$ cat src/rtl/mem_arbiter.sv
// mem_arbiter: serialises instruction-fetch and data accesses onto one
// synchronous single-port memory with a configurable read latency.
module mem_arbiter #(
    parameter int ADDR_W  = 32,
    parameter int DATA_W  = 32,
    parameter int MEM_LAT = 1
) (
    input  logic              clk,
    input  logic              reset,
    input  logic              i_req,
    input  logic [ADDR_W-1:0] i_addr,
    output logic              i_ack,
    output logic [DATA_W-1:0] i_rdata,
    input  logic              d_req,
    input  logic              d_we,
    input  logic [ADDR_W-1:0] d_addr,
    input  logic [DATA_W-1:0] d_wdata,
    output logic              d_ack,
    output logic [DATA_W-1:0] d_rdata,
    output logic              mem_en,
    output logic              mem_we,
    output logic [ADDR_W-1:0] mem_addr,
    output logic [DATA_W-1:0] mem_wdata,
    input  logic [DATA_W-1:0] mem_rdata
);
    typedef enum logic [1:0] {IDLE, ACCESS, WAIT, ACK} state_t;

    state_t     r_state;
    logic       r_owner;
    logic       r_last;
    logic       r_we;
    logic       r_mask_i;
    logic       r_mask_d;
    logic [1:0] r_cnt;
    logic       w_i;
    logic       w_d;
    logic       w_gnt_d;

    assign w_i = i_req & ~r_mask_i;
    assign w_d = d_req & ~r_mask_d;
    // on a tie the data port wins only when the fetch port was granted last
    assign w_gnt_d = w_d & (~w_i | ~r_last);

    always_ff @(posedge clk) begin
        if (reset) begin
            r_state   <= IDLE;
            r_owner   <= 1'b0;
            r_last    <= 1'b1;
            r_we      <= 1'b0;
            r_mask_i  <= 1'b0;
            r_mask_d  <= 1'b0;
            r_cnt     <= 2'd0;
            i_ack     <= 1'b0;
            d_ack     <= 1'b0;
            mem_en    <= 1'b0;
            mem_we    <= 1'b0;
            mem_addr  <= '0;
            mem_wdata <= '0;
            i_rdata   <= '0;
            d_rdata   <= '0;
        end else begin
            case (r_state)
                IDLE: begin
                    r_mask_i <= 1'b0;
                    r_mask_d <= 1'b0;
                    if (w_i || w_d) begin
                        r_state  <= ACCESS;
                        r_owner  <= w_gnt_d;
                        r_last   <= w_gnt_d;
                        r_we     <= w_gnt_d & d_we;
                        mem_en   <= 1'b1;
                        mem_we   <= w_gnt_d & d_we;
                        mem_addr <= w_gnt_d ? d_addr : i_addr;
                        if (w_gnt_d)
                            mem_wdata <= d_wdata;
                    end
                end
                ACCESS: begin
                    mem_en  <= 1'b0;
                    mem_we  <= 1'b0;
                    r_cnt   <= 2'(MEM_LAT - 1);
                    r_state <= WAIT;
                end
                WAIT: begin
                    if (r_cnt == 2'd0) begin
                        if (!r_owner)
                            i_rdata <= mem_rdata;
                        else if (!r_we)
                            d_rdata <= mem_rdata;
                        i_ack   <= ~r_owner;
                        d_ack   <= r_owner;
                        r_state <= ACK;
                    end else begin
                        r_cnt <= r_cnt - 2'd1;
                    end
                end
                ACK: begin
                    i_ack    <= 1'b0;
                    d_ack    <= 1'b0;
                    r_mask_i <= ~r_owner;
                    r_mask_d <= r_owner;
                    r_state  <= IDLE;
                end
                default: r_state <= IDLE;
            endcase
        end
    end
endmodule

$ cat config.mk
export PLATFORM = sky130hd
export DESIGN_NAME = mem_arbiter
export DESIGN_NICKNAME = d
export VERILOG_FILES = /design/src/rtl/mem_arbiter.sv
export SDC_FILE = /design/constraint.sdc
export NUM_CORES = 1
export LEC_CHECK = 0
export CAP_MARGIN = 40
export CELL_PAD_IN_SITES_DETAIL_PLACEMENT = 0
export CELL_PAD_IN_SITES_GLOBAL_PLACEMENT = 1
export CORE_AREA = 10 10 146 148
export DETAILED_ROUTE_END_ITERATION = 7
export DIE_AREA = 0 0 156 158
export MAX_ROUTING_LAYER = met4
export PLACE_DENSITY_LB_ADDON = 0.1
export SLEW_MARGIN = 20
export SYNTH_ARGS = -nofsm -noshare
export SYNTH_HDL_FRONTEND = slang
export SYNTH_SLANG_ARGS = --single-unit
export TNS_END_PERCENT = 10
$ cat constraint.sdc
create_clock -name clk -period 2.65 [get_ports clk]
set_clock_uncertainty 0.1 [all_clocks]
set_input_delay 0.3975 -clock clk [delete_from_list [all_inputs] [get_ports clk]]
set_output_delay 0.3975 -clock clk [all_outputs]
set_load 0.02 [all_outputs]
# Word level (Yosys, flattened, before mapping)

Index checks and enable logic that the tools add are counted.

Flip-flop bits (word level): 141
Latch bits: 0
Bits in writable memories: 0
ROM bits: 0
Input bits: 133
Output and inout bits: 132
Logic and storage cells: 64
Memories kept: 0

$add $sub $neg: 1
Multipliers: 0
Div/mod/pow operators: 0
Magnitude comparators: 0
Eq/ne operators: 6
Shift-type cells: 0
Muxes and demuxes: 16
Bitwise operators: 11
Reduce and logical (&&, ||, !) cells: 15

Operators by type and width:

| operator                                          | count |
|---|---|
| two-way mux 32 bit                                | 1 |
| case mux 1 bit (2 select lines)                   | 6 |
| AND reduction 2 bit                               | 5 |
| case mux 2 bit (4 select lines)                   | 1 |
| nonzero test 2 bit                                | 4 |
| two-way mux 2 bit                                 | 3 |
| != test 2 bit (second input constant)             | 3 |
| inverter 1 bit                                    | 6 |
| AND reduction 3 bit                               | 2 |
| bitwise AND 1 bit                                 | 4 |
| == test 2 bit (second input constant)             | 2 |
| logical NOT 2 bit                                 | 2 |
| two-way mux 1 bit                                 | 4 |
| case mux 2 bit (2 select lines)                   | 1 |
| AND reduction 4 bit                               | 1 |
| == test 2 x 1 -> 1 bit (second input constant)    | 1 |
| subtractor 2 x 1 -> 2 bit (second input constant) | 1 |
| logical OR 1 bit                                  | 1 |
| bitwise OR 1 bit                                  | 1 |

# Longest topological paths before layout

Gate-level depths: netlist of run 1.

Depth in word-level cells: 8
Depth in mapped cells: 8
Mapped depth without buffers: 6

# Least setup slack after synthesis of run 1

OpenSTA, ideal clock, no wires.

Kind: register to register
From: register r_state[0]
To: register i_rdata[0]
Library setup time: 70 ps
Arrival: 1429 ps
Required time: 2480 ps
Setup slack: 1051 ps
Stages on the path, launching flop included: 9
Clock period less this slack: 1599 ps
Cell sequence: dfxtp_1 inv_1 ha_1 nand2_2 or2_1 clkbuf_1 buf_2 nand2_1 a21oi_1

Word-level cells in the longest chain between the ends: 2

RTL lines:

| item                                 | line | source |
|---|---|---|
| start: declaration                   | 28   | `state_t r_state;` |
| start signal: assignment             | 46   | `r_state <= IDLE;` |
| start signal: assignment             | 67   | `r_state <= ACCESS;` |
| start signal: assignment             | 82   | `r_state <= WAIT;` |
| == test 2 bit                        | 62   | `case (r_state)` |
| AND reduction 3 bit (no source line) | n/a  |  |
| end signal: assignment               | 87   | `i_rdata <= mem_rdata;` |
| end: declaration                     | 13   | `output logic [DATA_W-1:0] i_rdata,` |

No other way between the ends.
A chain may end at the register's enable or synchronous reset.

# Final worst setup path of run 1

From: register i_rdata[17]
To: output i_rdata[17]

No word-level cell between the ends.

==> impl_metrics.env, run 1 <==
export IMPL_grtUsageMet2_pct=26.21
export IMPL_wirelength_um=19460
export IMPL_regToRegSetupSlack_ns=0.76
export IMPL_rr_worst_depth=6
export IMPL_via_per_inst=4.612
export IMPL_antenna_found_initial=0
export IMPL_reg2reg_to="d_rdata[1]"
export IMPL_ys_warn_count=0
export IMPL_hold_path_class="register to register"
export IMPL_tightest_slew_ns=0.6739
export IMPL_worstSetupPathDepth=1
export IMPL_path_class="register to output pin"
export IMPL_report_final_hold_viol_count=0
export IMPL_overflow=0
export IMPL_netlist_area_um2=5644
export IMPL_required_ns=2.15
export IMPL_synthTopCellsByArea="dfxtp_1 (50%), nand2_1 (15%), a21oi_1 (8.9%)"
export IMPL_power_density_nw_per_um2=948.0
export IMPL_initial_core_util_pct=30.58
export IMPL_final_cells=1171
export IMPL_dr_pass1_iters=6
export IMPL_synth_top_area_cell="dfxtp_1"
export IMPL_cts_repair_resized=0
export IMPL_synth_top_area_share_pct=50.01
export IMPL_grt_max_degree=55
export IMPL_cts_hold_fix_buffers=0
export IMPL_slew_headroom_pct=55.07
export IMPL_drc=0
export IMPL_ant_nets=0
export IMPL_io_pins=265
export IMPL_num_nets_final=1062
export IMPL_cts_buffer_depth=2
export IMPL_clock_latency_ns=0.41
export IMPL_grt_pass1_wl_um=29590
export IMPL_gp_congestion=0.7808
export IMPL_synth_edf_count=0
export IMPL_fmax_mhz=528.1
export IMPL_fillers=1710
export IMPL_rsz0062_at_grt="false"
export IMPL_cts_clk_slew_worst_paths_ns=0.06
export IMPL_cp_end_kind="output pin"
export IMPL_use_met3_pct=5.916
export IMPL_crit_family="buffers and inverters"
export IMPL_setup_viol=0
export IMPL_max_cap_violations=0
export IMPL_antenna_cells=0
export IMPL_fin_crit_sh_pct=71.45
export IMPL_grtUsageMet1_pct=16.57
export IMPL_netlist_instances=675
export IMPL_status="finished, final reports clean"
export IMPL_wl_per_cell_um=16.61
export IMPL_arrival_ns=1.40
export IMPL_dp_slack_ns=0.5492
export IMPL_synth_nets=813
export IMPL_post_cts_buffers=0
export IMPL_leakage_nw=3.183
export IMPL_io_buffers=264
export IMPL_min_period_ns=1.894
export IMPL_synthArstFlopShare_pct=0
export IMPL_seqCellArea_um2=2823
export IMPL_final_core_util_pct=48.80
export IMPL_yosys_most_used_dff="dfxtp_1"
export IMPL_finalPower_mw=8.537
export IMPL_cts_sinks=141
export IMPL_vias=5401
export IMPL_multi_input_area_um2=2497
export IMPL_h_tree_depth=4
export IMPL_setup_tns_ns=0
export IMPL_drtIter0Drc=199
export IMPL_drive_gt1_share_pct=12.38
export IMPL_core_um2=18460
export IMPL_cp_num_buf_inv=1
export IMPL_dp_hpwl_um=14450
export IMPL_cp_cell_sequence="clkdlybuf4s50_1"
export IMPL_rr_startpoint="r_state[1]"
export IMPL_syn2layout_area_growth_pct=59.57
export IMPL_dieArea_um2=24650
export IMPL_crit_start="i_rdata[17]"
export IMPL_num_rows=50
export IMPL_synth_cell_types=34
export IMPL_cts_root_buf="clkbuf_16"
export IMPL_fp_dieH_um=158
export IMPL_layout_setup_ws_ns=0.7565
export IMPL_grt_pass1_vias=5676
export IMPL_cts_buffers=17
export IMPL_grtUsageTotal_pct=15.59
export IMPL_ys_seq_area_share_pct=50.01
export IMPL_cts_tree="built"
export IMPL_critPathMaxFanout=2
export IMPL_vdd_drop_max_mv=0.4591
export IMPL_numPlacedInstances=1139
export IMPL_endpoint="i_rdata[17]"
export IMPL_die_w_um=156
export IMPL_ys_ff_latch=141
export IMPL_cpPeakStageDelay_ns=0.63
export IMPL_start_kind="register"
export IMPL_slowest_stage="clkdlybuf4s50_1"
export IMPL_syn_avg_cell_area_um2=8.362
export IMPL_grt_busiest_layer="met2"
export IMPL_slew_violations=0
## cell usage after synthesis (4+ instances only)
library cell  number
a21oi_1          100
a21oi_2            4
a311oi_2          30
buf_2             23
buf_6              4
clkbuf_1          18
dfxtp_1          141
ha_1               5
inv_1              7
nand2_1          230
nand2_2           31
nand2b_1           4
nor2_1            48
## per-stage QoR
step	instance area [um2]	hold slack, ns
6_report	9006	0.3529
5_1_grt	9006	0.3704
4_1_cts	9006	0.3549
3_5_place_dp	8444	0.3464
3_3_place_gp	8444	0.3409
2_1_floorplan	5644	0.3438
## where the power goes
group,switching (mW),leakage [nW],internal [mW]
Clock,0.933,0.255,1.32
Combinational,1.94,1.78,1.50
Sequential,0.262,1.15,2.58
Total,3.14,3.18,5.40
## layout make-up
type,instances,area share [%]
sequential,141,31.34
timing repair buffer,281,31.15
multi-input combinational,476,27.73
clock buffer,20,4.960
tap,234,3.251
clock inverter,12,1.278
inverter,7,0.2917
## cells in the final DEF (no fill, tap or decap), drive strengths merged
cell type | Yosys | layout
or2 | 1 | 1
a32oi | 1 | 1
and3 | 1 | 1
clkbuf | 18 | 20
mux2i | 1 | 1
ha | 5 | 5
and2b | 1 | 1
a22oi | 2 | 2
buf | 33 | 18
or2b | 1 | 1
nor2 | 49 | 49
nand4b | 1 | 1
o21ai | 3 | 3
o32ai | 1 | 1
bufinv | 0 | 1
a211oi | 1 | 1
and2 | 1 | 1
nand2b | 4 | 4
clkinv | 0 | 3
inv | 7 | 9
nand2 | 261 | 261
clkdlybuf4s50 | 0 | 263
dfxtp | 141 | 141
a21oi | 104 | 104
clkinvlp | 0 | 6
nor3b | 1 | 1
nand3 | 2 | 2
nand3b | 1 | 1
nor3 | 2 | 2
a311oi | 32 | 32
## state kept, by name, summed over array words and instances, names as in the netlist, 2 cells and up
signal,cells
mem_wdata,32
r_cnt,2
mem_addr,32
i_rdata,32
r_state,2
d_rdata,32
## metal layers
layer  wire, um  vias to the layer above  share of wire [%]
met5          0                        -                  0
met4        354                        0                1.8
met3       1495                       21                7.7
met2       9572                      171                 49
met1       8033                     2492                 41
li1           -                     2717                  -
## worst min path at each step
| stage | startpoint | end | depth (start not counted) | slack, ns |
|---|---|---|---|---|
| global route | d_rdata[8] | d_rdata[8] | 2 | 0.37 |
| global placement | i_rdata[4] | i_rdata[4] | 2 | 0.34 |
| finish | mem_wdata[18] | mem_wdata[18] | 2 | 0.35 |
| CTS | i_rdata[22] | i_rdata[22] | 2 | 0.35 |
| floorplan | r_last | r_last | 2 | 0.34 |
| detailed placement | i_rdata[22] | i_rdata[22] | 2 | 0.35 |
## kinds of logic after synthesis
| family | share of synthesized area [%] |
|---|---|
| simple gates | 24.05 |
| compound gates | 18.75 |
| flops | 50.01 |
| buf+inv | 5.897 |
| fa+ha+maj | 1.108 |
| mux | 0.1774 |
No activity file was read; power rests on OpenSTA's default activity.
==> run 2: changes to the inputs <==
--- a/config.mk
+++ b/config.mk
@@ -8,9 +8,9 @@
 export CAP_MARGIN = 40
 export CELL_PAD_IN_SITES_DETAIL_PLACEMENT = 0
 export CELL_PAD_IN_SITES_GLOBAL_PLACEMENT = 1
-export CORE_AREA = 10 10 146 148
+export CORE_AREA = 10 10 159 161
 export DETAILED_ROUTE_END_ITERATION = 7
-export DIE_AREA = 0 0 156 158
+export DIE_AREA = 0 0 169 171
 export MAX_ROUTING_LAYER = met4
 export PLACE_DENSITY_LB_ADDON = 0.1
 export SLEW_MARGIN = 20
==> constraint.sdc (replaced) <==
create_clock -name clk -period 1.7 [get_ports clk]
set_clock_uncertainty 0.1 [all_clocks]
set_input_delay 0.255 -clock clk [delete_from_list [all_inputs] [get_ports clk]]
set_output_delay 0.255 -clock clk [all_outputs]
set_load 0.02 [all_outputs]
==> run 2 against run 1 <==
First-iteration DRC count rose by 8.5%. Sequential power up 55%. Largest power group unchanged. Clock power increased by 76%. Sequential share of layout area is 0.98 points lower. Wire length grew 6.2%. Non-clock buffer count increased by 14. Core utilization shrank 6.9 points.
==> impl_metrics.env, run 2 (synthesis results as in run 1) <==
export IMPL_grt_max_degree=34
export IMPL_drtIter0Drc=216
export IMPL_wl_per_cell_um=16.73
export IMPL_overflow=0
export IMPL_p_int_mw=8.816
export IMPL_crit_start="r_state[0]"
export IMPL_grt_pass1_wl_um=30570
export IMPL_io_pins=265
export IMPL_cpPeakStageDelay_ns=0.34
export IMPL_numPlacedInstances=1198
export IMPL_clock_latency_ns=0.40
export IMPL_cts_buffer_depth=2
export IMPL_via_per_inst=4.420
export IMPL_layout_setup_ws_ns=0.05289
export IMPL_grtUsageTotal_pct=13.68
export IMPL_cp_num_buf_inv=3
export IMPL_fp_dieH_um=171
export IMPL_dr_pass1_iters=4
export IMPL_use_met3_pct=5.689
export IMPL_power_density_nw_per_um2=1484
export IMPL_required_ns=1.93
export IMPL_report_final_hold_viol_count=0
export IMPL_holdWs_ns=0.1813
export IMPL_drc=0
export IMPL_die_w_um=169
export IMPL_vdd_drop_max_mv=0.6305
export IMPL_cts_sinks=141
export IMPL_dp_hpwl_um=15020
export IMPL_regToRegSetupSlack_ns=0.05
export IMPL_num_rows=55
export IMPL_cp_cell_sequence="inv_1, ha_2, nand2_4, nor3b_4, buf_6, buf_6, nand2_1, a21oi_1"
export IMPL_dieArea_um2=28900
export IMPL_p_seq_share_pct=31.9
export IMPL_gp_congestion=0.7860
export IMPL_start_kind="register"
export IMPL_slew_violations=0
export IMPL_p_switching_mw=4.992
export IMPL_fillers=2300
export IMPL_num_nets_final=1076
export IMPL_finalPower_mw=13.81
export IMPL_dp_slack_ns=-0.1621
export IMPL_place_area_um2=8706
export IMPL_cts_buffers=17
export IMPL_path_class="register to register"
export IMPL_critPathMaxFanout=8
export IMPL_crit_family="simple AND/OR/NAND/NOR gates"
export IMPL_antenna_found_initial=0
export IMPL_stdcell_area_um2=9304
export IMPL_p_comb_share_pct=39.5
export IMPL_drive_gt1_share_pct=14.63
export IMPL_io_buffers=264
export IMPL_vias=5459
export IMPL_fmax_mhz=607.1
export IMPL_core_um2=22230
export IMPL_fin_crit_sh_pct=96.89
export IMPL_ant_nets=0
export IMPL_switching_share_pct=36.15
export IMPL_cts_hold_fix_buffers=0
export IMPL_final_common_cell="nand2_1"
export IMPL_antenna_cells=0
export IMPL_h_tree_depth=4
export IMPL_leakage_nw=3.940
export IMPL_wirelength_um=20660
export IMPL_grtUsageMet2_pct=22.79
export IMPL_p_clk_share_pct=28.6
export IMPL_slew_headroom_pct=71.60
export IMPL_layout_common_cells="nand2_1 (230), dfxtp_1 (139), dlygate4sd2_1 (132), clkdlybuf4s50_1 (131), a21oi_1 (100)"
export IMPL_cpMostUsedCell="buf_6"
export IMPL_setup_tns_ns=0
export IMPL_grtUsageMet1_pct=14.93
export IMPL_tightest_slew_ns=0.4260
export IMPL_grt_busiest_layer="met2"
export IMPL_setup_viol=0
export IMPL_final_core_util_pct=41.86
export IMPL_rsz0062_at_grt="true"
export IMPL_cts_clk_slew_worst_paths_ns=0.06
export IMPL_hp_start="reset"
export IMPL_cp_end_kind="register"
export IMPL_min_period_ns=1.647
export IMPL_hold_path_class="input pin to register"
export IMPL_max_cap_violations=0
export IMPL_syn2layout_area_growth_pct=64.84
export IMPL_initial_core_util_pct=25.39
export IMPL_cts_root_buf="clkbuf_16"
export IMPL_final_cells=1235
export IMPL_arrival_ns=1.88
export IMPL_grt_pass1_vias=5662
export IMPL_slowest_stage="dfxtp_2"
export IMPL_cts_tree="built"
export IMPL_status="finished, final reports clean"
export IMPL_rr_startpoint="r_state[0]"
## run 2: path summary, 6_finish.rpt
kind / end / cells past startpoint
hold reg to reg: mem_wdata[8] / 2
setup reg to reg: d_rdata[23] / 8
setup / recovery: d_rdata[23] / 8
hold / removal: r_mask_d / 2
## run 2: power groups by stage
stage / Sequential, mW / Clock (mW) / Combinational [mW]
2_1_floorplan: 5.23 / 0 / 2.42
3_3_place_gp: 4.47 / 0 / 5.70
3_5_place_dp: 4.49 / 0 / 5.77
4_1_cts: 4.41 / 4.08 / 5.33
5_1_grt: 4.51 / 4.23 / 5.95
6_report: 4.41 / 3.95 / 5.45
## run 2: per-layer routing
layer / part of all wire (%) / wire, um
met5: 0 / 0
met4: 0.86 / 178
met3: 7.8 / 1617
met2: 50 / 10360
met1: 41 / 8509
## run 2: timing repair
action / 4_1_cts / 5_1_grt
endpoints found under the setup margin: 132 / 124
gates cloned: 0 / 4
pin swaps: 0 / 1
setup buffers: 0 / 2
resized for setup: 132 / 10
## run 2: cell type report
| cell class | count | area [um2] | share of cell area, % |
|---|---|---|---|
| Sequential cell | 141 | 2825 | 30.37 |
| Inverter | 7 | 26.28 | 0.2824 |
| Clock buffer | 18 | 439.2 | 4.720 |
| Tap cell | 285 | 356.6 | 3.833 |
| Clock inverter | 13 | 190.2 | 2.044 |
| Multi-Input combinational cell | 476 | 2511 | 26.99 |
| Timing Repair Buffer | 295 | 2955 | 31.76 |
## run 2: worst register-to-register path: stages, from the launching register on
cell	delay (ns)
dfxtp_2	0.34
inv_1	0.08
ha_2	0.23
nand2_4	0.09
nor3b_4	0.25
buf_6	0.16
buf_6	0.15
nand2_1	0.06
a21oi_1	0.12
